[config.mk]
export PLATFORM = sky130hd
export DESIGN_NAME = serial_subtractor_sf
export DESIGN_NICKNAME = d
export VERILOG_FILES = /design/src/rtl/serial_subtractor_sf_pkg.sv /design/src/rtl/full_subtractor_sf.sv /design/src/rtl/serial_subtractor_sf.sv
export SDC_FILE = /design/constraint.sdc
export NUM_CORES = 1
export LEC_CHECK = 0
export CAP_MARGIN = 40
export CORE_ASPECT_RATIO = 1.5
export CORE_UTILIZATION = 50
export DETAILED_ROUTE_END_ITERATION = 12
export GPL_TIMING_DRIVEN = 0
export PLACE_DENSITY = 0.77
export SYNTH_ARGS = -nofsm -noshare
export SYNTH_HDL_FRONTEND = slang
export SYNTH_SLANG_ARGS = --single-unit
[constraint.sdc]
create_clock -name clk -period 4.5 [get_ports clk]
set_clock_uncertainty 0.2 [all_clocks]
set_input_delay 0.45 -clock clk [delete_from_list [all_inputs] [get_ports clk]]
set_output_delay 0.45 -clock clk [all_outputs]
set_load 0.01 [all_outputs]
[src/rtl/serial_subtractor_sf_pkg.sv]
// Shared definitions for the bit-serial subtractor: FSM state encoding and counter sizing.
package serial_subtractor_sf_pkg;

    typedef enum logic [1:0] {
        ST_IDLE  = 2'd0,
        ST_SHIFT = 2'd1,
        ST_FIN   = 2'd2
    } state_t;

    // Bit-counter width for a WIDTH-bit operand; never narrower than one bit.
    function automatic int cnt_w(input int w);
        return (w <= 1) ? 1 : $clog2(w);
    endfunction

endpackage

[src/rtl/full_subtractor_sf.sv]
// Single-bit full subtractor built from gate primitives: d = x - y - bin, bo = borrow out.
module full_subtractor_sf (
    input  logic x,
    input  logic y,
    input  logic bin,
    output logic d,
    output logic bo
);

    logic xy;
    logic nx;
    logic nxy;
    logic t0;
    logic t1;

    xor g_x0 (xy, x, y);
    xor g_x1 (d, xy, bin);
    not g_n0 (nx, x);
    not g_n1 (nxy, xy);
    and g_a0 (t0, nx, y);
    and g_a1 (t1, nxy, bin);
    or  g_o0 (bo, t0, t1);

endmodule

[src/rtl/serial_subtractor_sf.sv]
// Bit-serial unsigned subtractor (LSB first, one full-subtractor cell, registered borrow).
// Optional signed-overflow output is enabled by defining SIGNED_OVF_EN.
module serial_subtractor_sf
    import serial_subtractor_sf_pkg::*;
#(
    parameter int WIDTH = 8
) (
    input  logic             clk,
    input  logic             rst,
    input  logic             start,
    input  logic [WIDTH-1:0] a,
    input  logic [WIDTH-1:0] b,
    output logic             busy,
    output logic             done,
    output logic [WIDTH-1:0] diff,
    output logic             bout
`ifdef SIGNED_OVF_EN
    ,
    output logic             ovf
`endif
);

    localparam int             CW       = cnt_w(WIDTH);
    localparam logic [CW-1:0]  CNT_LAST = CW'(WIDTH - 1);

    state_t           state_q;
    logic [WIDTH-1:0] a_q;
    logic [WIDTH-1:0] b_q;
    logic [WIDTH-2:0] r_q;
    logic [CW-1:0]    cnt_q;
    logic             borrow_q;
    logic             busy_q;
    logic             done_q;
    logic [WIDTH-1:0] diff_q;
    logic             bout_q;
`ifdef SIGNED_OVF_EN
    logic             a_msb_q;
    logic             b_msb_q;
    logic             ovf_q;
`endif

    logic             bit_d;
    logic             borrow_d;
    logic [WIDTH-1:0] r_shift;

    full_subtractor_sf u_fs (
        .x   (a_q[0]),
        .y   (b_q[0]),
        .bin (borrow_q),
        .d   (bit_d),
        .bo  (borrow_d)
    );

    // Result register plus the bit being produced this cycle.
    assign r_shift = {bit_d, r_q};

    // Outputs are loaded on the edge entering FIN so diff/bout are already valid while done is high.
    always_ff @(posedge clk) begin
        if (rst) begin
            state_q  <= ST_IDLE;
            a_q      <= '0;
            b_q      <= '0;
            r_q      <= '0;
            cnt_q    <= '0;
            borrow_q <= 1'b0;
            busy_q   <= 1'b0;
            done_q   <= 1'b0;
            diff_q   <= '0;
            bout_q   <= 1'b0;
`ifdef SIGNED_OVF_EN
            a_msb_q  <= 1'b0;
            b_msb_q  <= 1'b0;
            ovf_q    <= 1'b0;
`endif
        end else begin
            done_q <= 1'b0;
            case (state_q)
                ST_IDLE: begin
                    if (start) begin
                        a_q      <= a;
                        b_q      <= b;
                        borrow_q <= 1'b0;
                        cnt_q    <= '0;
                        busy_q   <= 1'b1;
                        state_q  <= ST_SHIFT;
`ifdef SIGNED_OVF_EN
                        a_msb_q  <= a[WIDTH-1];
                        b_msb_q  <= b[WIDTH-1];
`endif
                    end
                end
                ST_SHIFT: begin
                    a_q      <= a_q >> 1;
                    b_q      <= b_q >> 1;
                    borrow_q <= borrow_d;
                    r_q      <= r_shift[WIDTH-1:1];
                    cnt_q    <= cnt_q + CW'(1);
                    if (cnt_q == CNT_LAST) begin
                        busy_q  <= 1'b0;
                        done_q  <= 1'b1;
                        diff_q  <= r_shift;
                        bout_q  <= borrow_d;
                        state_q <= ST_FIN;
`ifdef SIGNED_OVF_EN
                        ovf_q   <= (a_msb_q != b_msb_q) && (bit_d != a_msb_q);
`endif
                    end
                end
                ST_FIN: begin
                    state_q <= ST_IDLE;
                end
                default: begin
                    state_q <= ST_IDLE;
                    busy_q  <= 1'b0;
                end
            endcase
        end
    end

    assign busy = busy_q;
    assign done = done_q;
    assign diff = diff_q;
    assign bout = bout_q;
`ifdef SIGNED_OVF_EN
    assign ovf  = ovf_q;
`endif

endmodule

[Word-level counts from Yosys, hierarchy flattened]
Index checks and enable logic that the tools add are counted.
Storage, ports and cells
  output and inout port bits: 11
  input port bits: 19
  register bits: 40
  word-level logic and storage cells: 47
Cells by class
  $add $sub $neg: 1
  multiplexer cells: 15
  bitwise logic cells: 9
  equal/unequal tests: 5
  reduce and logical (&&, ||, !) cells: 7
Operators with widths (count)
  $pmux W8 S2: 2
  $mux W8: 2
  $pmux W3 S2: 1
  $reduce_and A2 Y1: 3
  $mux W1: 4
  $mux W2: 2
  $ne A2 B2 Y1 const B: 2
  $not A1 Y1: 4
  $pmux W2 S2: 1
  $add A3 B1 Y3 const B: 1
  $eq A3 B3 Y1 const B: 1
  $mux W3: 1
  $pmux W1 S3: 1
  $reduce_and A3 Y1: 1
  $and A1 B1 Y1: 2
  $eq A2 B1 Y1 const B: 1
  $eq A2 B2 Y1 const B: 1
  $logic_not A2 Y1: 1
  $pmux W1 S2: 1
  $reduce_bool A2 Y1: 1
  $reduce_or A2 Y1: 1
  $xor A1 B1 Y1: 2
  $or A1 B1 Y1: 1

[Longest topological paths before layout]
Gate-level depths: netlist of run 1.
  depth in word-level cells: 5
  mapped depth: 6
  mapped depth without buffers: 5

[Modules after synthesis]
From an unflattened synthesis of run 1, not the netlist that was laid out.
Unflattened totals
  cells, all modules: 176
  area, all modules: 1602.8 sq um
By module, submodules not included
  serial_subtractor_sf: sequential area each 800.8 sq um, instances 1, area an instance 1571.5 sq um, cells an instance 172
  full_subtractor_sf: sequential area each 0.0 sq um, instances 1, area an instance 31.3 sq um, cells an instance 4

[Least setup slack after synthesis of run 1]
OpenSTA, ideal clock, no wires.
  kind: reg-to-reg
  start point: reg cnt_q[0]
  end point: reg state_q[0]
  path buffers: 1
  arrival: 1.148 ns
  library setup time: 0.130 ns
  cell stages (with the launch flop): 7
  setup slack: 3.022 ns
  clock period less this slack: 1.478 ns
  required time: 4.170 ns
  cell sequence: dfxtp_1 ha_1 ha_1 buf_1 inv_1 mux2i_1 nor3_1
On the way
  longest elaborated chain between the ends: 3
RTL lines
  start, declared: line serial_subtractor_sf.sv:30  | logic [CW-1:0] cnt_q;
  start signal, assigned: line serial_subtractor_sf.sv:97  | cnt_q <= cnt_q + CW'(1);
  $eq A3 B3 Y1: line serial_subtractor_sf.sv:98  | if (cnt_q == CNT_LAST) begin
  $ne A2 B2 Y1 (no line)
  $reduce_and A2 Y1 (no line)
  end signal, assigned: line serial_subtractor_sf.sv:103  | state_q <= ST_FIN;
  end signal, assigned: line serial_subtractor_sf.sv:110  | state_q <= ST_IDLE;
  end signal, assigned: line serial_subtractor_sf.sv:113  | state_q <= ST_IDLE;
  end, declared: line serial_subtractor_sf.sv:26  | state_t state_q;
Every way passes these cells.
A chain may end at the register's enable or synchronous reset.

[Final worst setup path of run 1]
  start point: reg diff_q[0] (netlist: diff[0])
  end point: out diff[0]
RTL lines
  start, declared: line serial_subtractor_sf.sv:34  | logic [WIDTH-1:0] diff_q;
  start signal, assigned: line serial_subtractor_sf.sv:101  | diff_q <= r_shift;
  end, declared: line serial_subtractor_sf.sv:15  | output logic [WIDTH-1:0] diff,
No word-level cell between the ends.

==> run_results.csv, run 1 <==
group,metric,value,unit
clock_network,clockBufferDepth,2,
global_route,grt_antenna_before_repair,0,
place,pre_cts_ws,2.46,ns
route,routedWlPerCell,13.2,microns
yosys,yosys_warnings,0,
clock_network,h-tree-depth,2,
run_status,status,"complete, no violations",
clock_network,cts_buffers,5,
sta,setup_viol,0,
floorplanning,dieHeight,71.3,microns
worst_setup_path,start_kind,"flip-flop",
finish,drive_above_1_share,7.14,%
yosys,ys_seq_elements,40,
yosys,async_flop_share,0,%
global_route,grt_pass1_vias,1286,
worst_setup_path,critPathArrivalTime,1.19,ns
route,wirelength,3.29,mm
place,placedCellCount,241,
finish,finalCoreUtilization,68.5,%
clock_network,clkTransAtPathRegs,0.07,ns
sta,tns,0,ns
yosys,synth.avg_cell_area,9.20,sq um
yosys,synth_edf_count,0,
sta,maxSlewViolCount,0,
worst_setup_path,crit_path_cell_trace,"clkdlybuf4s50_1",
yosys,yosysUniqueCellTypes,25,
finish,final_cell_count_no_fill,249,
clock_network,post_cts_resize_count,0,
yosys,netlist.area_leader.share,50.0,%
power_and_ir_drop,total_power,740,uW
clock_network,cts_tree,"done",
route,drtIter0Drc,36,
yosys,yosys.area.top_type,"dfxtp_1",
floorplanning,die_area,0.00344,sq mm
floorplanning,rows,24,
place,portBuffers,28,
place,dp_hpwl,2.37,mm
sta,timing.fmax,544,MHz
floorplanning,start_util,53.8,%
power_and_ir_drop,vdd_drop_max,0.278,mV
yosys,synth_area_leaders,"dfxtp_1, mux2i_1, a211oi_1",
yosys,ys_seq_area_share,50.0,%
worst_setup_path,cp_max_fo,2,
run,maxCapViolations,0,
place,gp_congestion,0.780,
sta,fin_ws,2.66,ns
worst_setup_path,ff2ff_path_depth,6,
yosys,synthesis.area,0.00160,sq mm
sta,rsz0062_at_grt,"false",
finish,nets,231,
global_route,grt-ovfl-total,0,
yosys,syn_nets,196,
worst_setup_path,required,3.85,ns
worst_setup_path,slowest_delay,0.54,ns
sta,finalHoldViolations,0,
worst_setup_path,crit_family,"buffers and inverters",
route,vias,1319,
global_route,grt_pass1_wl,5.38,mm
worst_setup_path,crit_path_end_kind,"output pin",
route,ant_nets,0,
floorplanning,core,0.00297,sq mm
clock_network,hold_buffers,0,
worst_setup_path,crit_buf_inv,1,
finish,nFillCells,240,
power_and_ir_drop,powerDensity,363,mW/mm^2
clock_network,cts_sinks,40,
sta,min_period,1.84,ns
clock_network,worstSkewPairLatency,0.29,ns
min_path,min_path_type,"reg2reg",
sta,relSlewSlack,69.2,%
finish,diodes,0,
clock_network,cts-root-buf,"clkbuf_8",
route,dr.pass1.iters,4,
floorplanning,io_pins,30,
yosys,synth_flop_cell,"dfxtp_1",
route,avgViaCountPerCell,5.30,
worst_setup_path,cp_slowest_cell,"clkdlybuf4s50_1",
yosys,synthCells,174,
worst_setup_path,path_depth,1,
sta,finalCritPeriodShare,40.8,%
clock_network,cts_setup_buffers,0,
global_route,grt_max_degree,13,
min_path,hold_depth,2,
worst_setup_path,criticalPathCategory,"reg2out",
finish,syn_to_final_growth,27.3,%
power_and_ir_drop,cellLeakagePower,0.000779,uW
floorplanning,die_width,48.2,microns
global_route,track_usage,21.8,%
sta,worstMarginPinSlew,0.461,ns
route,post-route-drc-count,0,
final timing paths:
check	start	endpoint	slack, ns
min	r_q[0]	r_q[0]	0.26
max	diff[0]	diff[0]	2.66
max reg2reg	cnt_q[0]	state_q[0]	2.81
min reg2reg	r_q[0]	r_q[0]	0.26
per-layer routing:
layer	global-route usage (%)	share of wire, %
met4	7.41	1.6
met1	23.8	42
met5	0	0
met3	7.30	4.2
met2	37.2	52
where the power goes:
part           total (uW)  leakage (uW)  switching (uW)  internal, uW
combinational        78.9      0.000397            38.7          40.2
sequential            378      0.000327            8.47           369
clock                 283     0.0000552             119           164
cells in the mapped netlist, types with 2 or more instances:
master / n
a211oi_1: 14
a21oi_1: 17
a22oi_1: 4
buf_2: 6
clkbuf_1: 5
dfxtp_1: 40
ha_1: 2
inv_1: 3
mux2i_1: 16
nand2_1: 22
nand2b_1: 2
nand3_1: 8
nor2_1: 23
metrics by stage:
step	hold slack, ns	cell area [sq um]
floorplan	0.237	1600
global placement	0.244	1930
detailed placement	0.248	1930
CTS	0.259	2040
global route	0.278	2040
finish	0.257	2040
placed cells by master (no fill, tap or decap):
master	count
dfxtp_1	40
buf_12	1
nor3_1	1
ha_1	2
a311oi_1	1
clkdlybuf4s50_1	28
a211oi_1	14
clkbuf_8	5
a21oi_1	17
nand2_1	22
a22oi_1	4
nor3b_1	1
and2b_1	1
buf_2	6
buf_1	1
clkbuf_1	6
a2bb2oi_1	1
nand2b_1	2
nand3b_1	1
nand3_1	8
o21bai_1	1
inv_1	3
fa_1	1
bufinv_16	1
mux2i_1	16
buf_6	1
clkinv_2	1
o21ai_0	1
nor2_1	23
final cells by class:
| type | instances | area, sq um | share of cell area (%) |
|---|---|---|---|
| sequential | 40 | 801 | 39.3 |
| multi-input combinational | 117 | 704 | 34.6 |
| timing repair buffer | 28 | 280 | 13.8 |
| buffer | 14 | 83.8 | 4.12 |
| clock buffer | 6 | 72.6 | 3.56 |
| tap | 39 | 48.8 | 2.40 |
| clock inverter | 2 | 35.0 | 1.72 |
| inverter | 3 | 11.3 | 0.553 |
flip-flops by register name, summed over array words and instances, names as in the netlist:
register and count:
r_q 7, diff 8, borrow_q 1, done 1, state_q 2, cnt_q 3, busy 1, a_q 8
b_q 8, bout 1
cell families (layout without fill, tap and decap cells):
group | after synthesis | in the layout | share of synthesized area (%)
flip-flops | 40 | 40 | 50.0
AO/OA/AOI/OAI | 39 | 39 | 15.6
multiplexers | 16 | 16 | 10.0
adder cells (fa/ha/maj) | 3 | 3 | 2.81
buffers and inverters | 17 | 53 | 5.94
AND/OR/NAND/NOR | 59 | 59 | 15.6
Power figures use the tool's default switching activity.
==> inputs of run 2 (changes only) <==
Settings changed: CORE_UTILIZATION 50 to 46, PLACE_DENSITY 0.77 to 0.75.
Clock period 4.5 ns to 1.65 ns, I/O delays scaled along.
==> run 2 against run 1 <==
Die area is 8.4% higher. Worst hold slack worse by 0.20 ns. Global-route usage down 2.1 points. Largest cell class unchanged.
==> run_results.csv, run 2 (synthesis results as in run 1) <==
group,metric,value,unit
run_status,status,"complete, no violations",
global_route,grt-ovfl-total,0,
global_route,grt_max_degree,13,
sta,maxSlewViolCount,0,
worst_setup_path,critPathArrivalTime,1.52,ns
clock_network,cts_sinks,40,
sta,worstMarginPinSlew,0.458,ns
worst_setup_path,required,1.62,ns
power_and_ir_drop,powerDensity,941,mW/mm^2
min_path,min_path_type,"in2reg",
clock_network,post_cts_resize_count,1,
sta,finalHoldViolations,0,
sta,finalCritPeriodShare,94.4,%
power_and_ir_drop,total_power,1910,uW
finish,nFillCells,276,
worst_setup_path,cp_max_fo,10,
finish,nets,231,
route,drtIter0Drc,19,
floorplanning,core,0.00322,sq mm
clock_network,cts_buffers,5,
finish,drive_above_1_share,9.05,%
route,dr.pass1.iters,4,
sta,tns,0,ns
worst_setup_path,reg2reg_slack,0.09,ns
run,maxCapViolations,0,
power_and_ir_drop,vdd_drop_max,0.743,mV
clock_network,hold_buffers,0,
place,placed_cell_area,0.00193,sq mm
min_path,hp-start,"rst",
finish,final_common_cell,"dfxtp_1",
clock_network,cts-root-buf,"clkbuf_8",
worst_setup_path,criticalPathCategory,"reg2reg",
route,vias,1298,
finish,diodes,0,
place,dp_hpwl,2.37,mm
floorplanning,rows,25,
sta,relSlewSlack,69.4,%
clock_network,worstSkewPairLatency,0.29,ns
floorplanning,start_util,49.7,%
worst_setup_path,crit_path_end_kind,"flip-flop",
floorplanning,die_area,0.00372,sq mm
power_and_ir_drop,cellLeakagePower,0.000784,uW
worst_setup_path,crit-reg2reg-capture,"diff[2]",
clock_network,cts_setup_buffers,0,
clock_network,clkTransAtPathRegs,0.07,ns
min_path,min_to,"diff[6]",
finish,stdcell_area,0.00203,sq mm
route,routedWlPerCell,12.7,microns
min_path,hold_depth,2,
clock_network,cts_tree,"done",
route,post-route-drc-count,0,
route,ant_nets,0,
sta,setup_viol,0,
global_route,grt_pass1_wl,5.38,mm
floorplanning,dieHeight,74.2,microns
place,gp_congestion,0.790,
route,avgViaCountPerCell,5.19,
finish,seq_area,802,sq um
global_route,track_usage,19.7,%
finish,layout_common_cells,"dfxtp_1, clkdlybuf4s50_1, nor2_1",
sta,timing.fmax,642,MHz
worst_setup_path,ff2ff_path_depth,5,
route,wirelength,3.18,mm
global_route,grt_antenna_before_repair,0,
finish,syn_to_final_growth,26.8,%
place,portBuffers,28,
clock_network,clockBufferDepth,2,
global_route,grt_pass1_vias,1248,
finish,multi_input_area,704,sq um
worst_setup_path,r2r-start,"cnt_q[0]",
floorplanning,io_pins,30,
clock_network,h-tree-depth,2,
floorplanning,die_width,50.2,microns
worst_setup_path,start_kind,"flip-flop",
sta,rsz0062_at_grt,"true",
sta,min_period,1.56,ns
==> run 2: where the power goes <==
part	total, uW	internal [uW]	switching, uW
Combinational	216	111	106
Clock	664	333	330
Sequential	1030	1010	22.7
==> run 2: worst max-delay path by stage <==
stage                       to  startpoint  depth (start not counted)
floorplan           state_q[0]    cnt_q[0]                          6
global placement        a_q[6]       start                          6
detailed placement      b_q[1]       start                          6
CTS                     b_q[4]  state_q[1]                          4
global route           diff[7]    cnt_q[0]                          5
finish                 diff[2]    cnt_q[0]                          5
==> run 2: final cells by class <==
class / instances / share of cell area [%]
Buffer: 14 / 4.38
Clock buffer: 6 / 4.07
Clock inverter: 2 / 0.493
Inverter: 3 / 0.555
Multi-Input combinational cell: 117 / 34.7
Sequential cell: 40 / 39.5
Tap cell: 40 / 2.47
Timing Repair Buffer: 28 / 13.8
==> run 2: per-layer routing <==
| metal | vias to the layer above | GRT usage, % | wire, microns |
|---|---|---|---|
| met3 | 9 | 5.32 | 141 |
| li1 | 670 | - | - |
| met2 | 39 | 35.6 | 1670 |
| met4 | 0 | 13.7 | 110 |
| met5 | - | 0 | 0 |
| met1 | 580 | 19.3 | 1250 |
==> run 2: worst max-delay path, stage by stage, from the launching register on <==
cell      delay, ns
dfxtp_1        0.36
ha_1           0.16
ha_1           0.21
nand3b_1       0.28
nand2_1        0.16
a21oi_1        0.07
==> run 2: metrics by stage <==
| step | util, % | hold WS (ns) | setup WS, ns | std cells |
|---|---|---|---|---|
| 5_1_grt | 63.0 | 0.0822 | -0.0267 | 250 |
| 4_1_cts | 62.8 | 0.0464 | 0.0471 | 250 |
| 6_report | 63.0 | 0.0523 | 0.0930 | 250 |
| 2_1_floorplan | - | 0.113 | 0.172 | 174 |
| 3_5_place_dp | 59.9 | 0.247 | -0.106 | 242 |
| 3_3_place_gp | 59.9 | 0.244 | -0.0688 | 242 |
==> inputs of run 3 (changes only) <==
Settings changed: CELL_PAD_IN_SITES_DETAIL_PLACEMENT set to 0, CELL_PAD_IN_SITES_GLOBAL_PLACEMENT set to 1, CORE_UTILIZATION 46 to 41, DONT_BUFFER_PORTS set to 1, PLACE_DENSITY 0.75 to not set, PLACE_DENSITY_LB_ADDON set to 0.1.
==> run 3 against run 2 <==
Clock-buffer cell count increased by 1. Combinational power decreased by 5%. Global-route usage decreased by 0.54 points. Critical path type unchanged. Via count decreased by 0.69%. Flip-flop and latch count unchanged. Critical path depth increased by 1. Worst hold slack got worse by 0.036 ns. Power increased by 10%. Largest power group unchanged. Fmax increased by 2.0%. Sequential share of layout area increased by 1.2 points. Cell count decreased by 2.8%.
==> run_results.csv, run 3 (synthesis results as in run 1) <==
group,metric,value,unit
worst_setup_path,crit_buf_inv,2,
worst_setup_path,required,1.61,ns
sta,maxSlewViolCount,0,
floorplanning,die_width,53.0,microns
sta,relSlewSlack,65.9,%
route,routedWlPerCell,13.9,microns
route,vias,1289,
clock_network,cts_buffers,5,
sta,rsz0062_at_grt,"false",
floorplanning,core,0.00372,sq mm
worst_setup_path,cp_max_fo,10,
floorplanning,die_area,0.00416,sq mm
worst_setup_path,r2r-start,"cnt_q[0]",
worst_setup_path,crit_path_end_kind,"flip-flop",
clock_network,clkTransAtPathRegs,0.08,ns
sta,fin_ws,0.124,ns
finish,stdcell_area,0.00197,sq mm
floorplanning,rows,27,
sta,timing.fmax,655,MHz
worst_setup_path,crit-reg2reg-capture,"state_q[0]",
finish,syn_to_final_growth,23.1,%
route,wirelength,3.37,mm
route,drtIter0Drc,11,
sta,worstMarginPinSlew,0.512,ns
floorplanning,dieHeight,78.5,microns
place,placed_cell_area,0.00165,sq mm
sta,setup_viol,0,
route,post-route-drc-count,0,
min_path,hold_depth,3,
finish,drive_above_1_share,10.5,%
global_route,grt_pass1_vias,1362,
global_route,grt_max_degree,13,
power_and_ir_drop,total_power,2110,uW
route,ant_nets,0,
power_and_ir_drop,vdd_drop_max,0.688,mV
run_status,status,"complete, no violations",
finish,layout_common_cells,"dfxtp_1, nor2_1, nand2_1",
min_path,hp-start,"start",
global_route,grt_antenna_before_repair,0,
sta,holdWs,0.0166,ns
sta,min_period,1.53,ns
worst_setup_path,crit_path_cell_trace,"ha_1, ha_2, clkbuf_4, inv_1, mux2i_1, nor3_1",
clock_network,clockBufferDepth,2,
route,avgViaCountPerCell,5.30,
run,maxCapViolations,0,
worst_setup_path,crit_family,"adder cells",
clock_network,cts_tree,"done",
place,portBuffers,0,
min_path,min_to,"busy",
finish,nets,221,
clock_network,h-tree-depth,2,
clock_network,worstSkewPairLatency,0.29,ns
place,pre_cts_ws,-0.0445,ns
worst_setup_path,criticalPathCategory,"reg2reg",
place,gp_congestion,0.747,
global_route,grt_pass1_wl,5.89,mm
sta,tns,0,ns
min_path,min_path_type,"in2reg",
clock_network,cts-root-buf,"clkbuf_8",
clock_network,cts_sinks,40,
sta,finalHoldViolations,0,
finish,diodes,0,
worst_setup_path,slowest_delay,0.36,ns
power_and_ir_drop,cellLeakagePower,0.000765,uW
power_and_ir_drop,powerDensity,1070,mW/mm^2
sta,finalCritPeriodShare,92.5,%
place,dp_hpwl,2.36,mm
worst_setup_path,cp_slowest_cell,"dfxtp_1",
worst_setup_path,start_kind,"flip-flop",
worst_setup_path,ff2ff_path_depth,6,
global_route,grt-ovfl-total,0,
global_route,track_usage,19.2,%
worst_setup_path,critPathArrivalTime,1.49,ns
finish,final_common_cell,"dfxtp_1",
route,dr.pass1.iters,4,
floorplanning,io_pins,30,
floorplanning,start_util,43.1,%
worst_setup_path,reg2reg_slack,0.12,ns
[run 3: changes by cell type in the layout (fill, tap and decap cells not counted), sizes merged]
| cell | delta |
|---|---|
| clkdlybuf4s50 | -28 |
| dlygate4sd3 | +17 |
| clkbuf | +2 |
| clkinv | -2 |
| bufinv | +1 |
[run 3: worst reg2reg max path, delay by kind of cell (launching register included)]
| family | cells | cell delay, ns |
|---|---|---|
| buffers and inverters | 2 | 0.25 |
| DFF | 1 | 0.36 |
| muxes | 1 | 0.13 |
| adders and majority gates | 2 | 0.40 |
| and+or+nand+nor | 1 | 0.05 |
[run 3: cell type report]
type | instances | area (sq um)
plain buffers | 14 | 91.3
clock buffers | 7 | 96.3
clock inverters | 1 | 30.0
fillers | 362 | 1750
inverters | 3 | 11.3
multi-input cells | 117 | 707
flip-flops and latches | 40 | 802
well taps | 43 | 53.8
repair buffers | 18 | 178
[run 3: through the flow]
step | std cells | util [%]
finish | 243 | 53.0
global placement | 217 | 44.5
CTS | 242 | 52.5
floorplan | 174 | -
global route | 243 | 53.0
detailed placement | 217 | 44.5
[run 3: timing repair]
item                       in CTS  in global routing
hold buffers                   17                  0
cloned                          0                  0
resized for setup               1                  6
pin swaps                       0                  1
buffers inserted                0                  1
hold endpoints to repair       17                  0
setup endpoints to repair       6                 20
[run 3: worst max path at each step]
stage                         from         end  slack [ns]  cells after the start
after global routing      cnt_q[0]  state_q[0]       0.005                      6
after floorplan           cnt_q[0]  state_q[0]        0.17                      6
final                     cnt_q[0]  state_q[0]        0.12                      6
after detailed placement  cnt_q[0]  state_q[0]       -0.04                      6
after global placement    cnt_q[0]  state_q[0]       -0.02                      6
after CTS                 cnt_q[0]     diff[5]     0.00003                      5
[run 3: report_power, final]
| part | total [uW] | internal [uW] | switching [uW] |
|---|---|---|---|
| combinational | 205 | 99.5 | 105 |
| sequential | 1030 | 1010 | 24.7 |
| clock | 871 | 534 | 337 |
| total | 2110 | 1640 | 467 |
[run 3: metal layers]
| layer | wire (microns) | global-route usage (%) | share of wire, % | vias to the layer above |
|---|---|---|---|---|
| met4 | 78 | 8.16 | 2.3 | 0 |
| met3 | 135 | 5.04 | 4.0 | 7 |
| met1 | 1480 | 20.5 | 44 | 607 |
| met5 | 0 | 0 | 0 | - |
| li1 | - | - | - | 647 |
| met2 | 1680 | 33.9 | 50 | 28 |
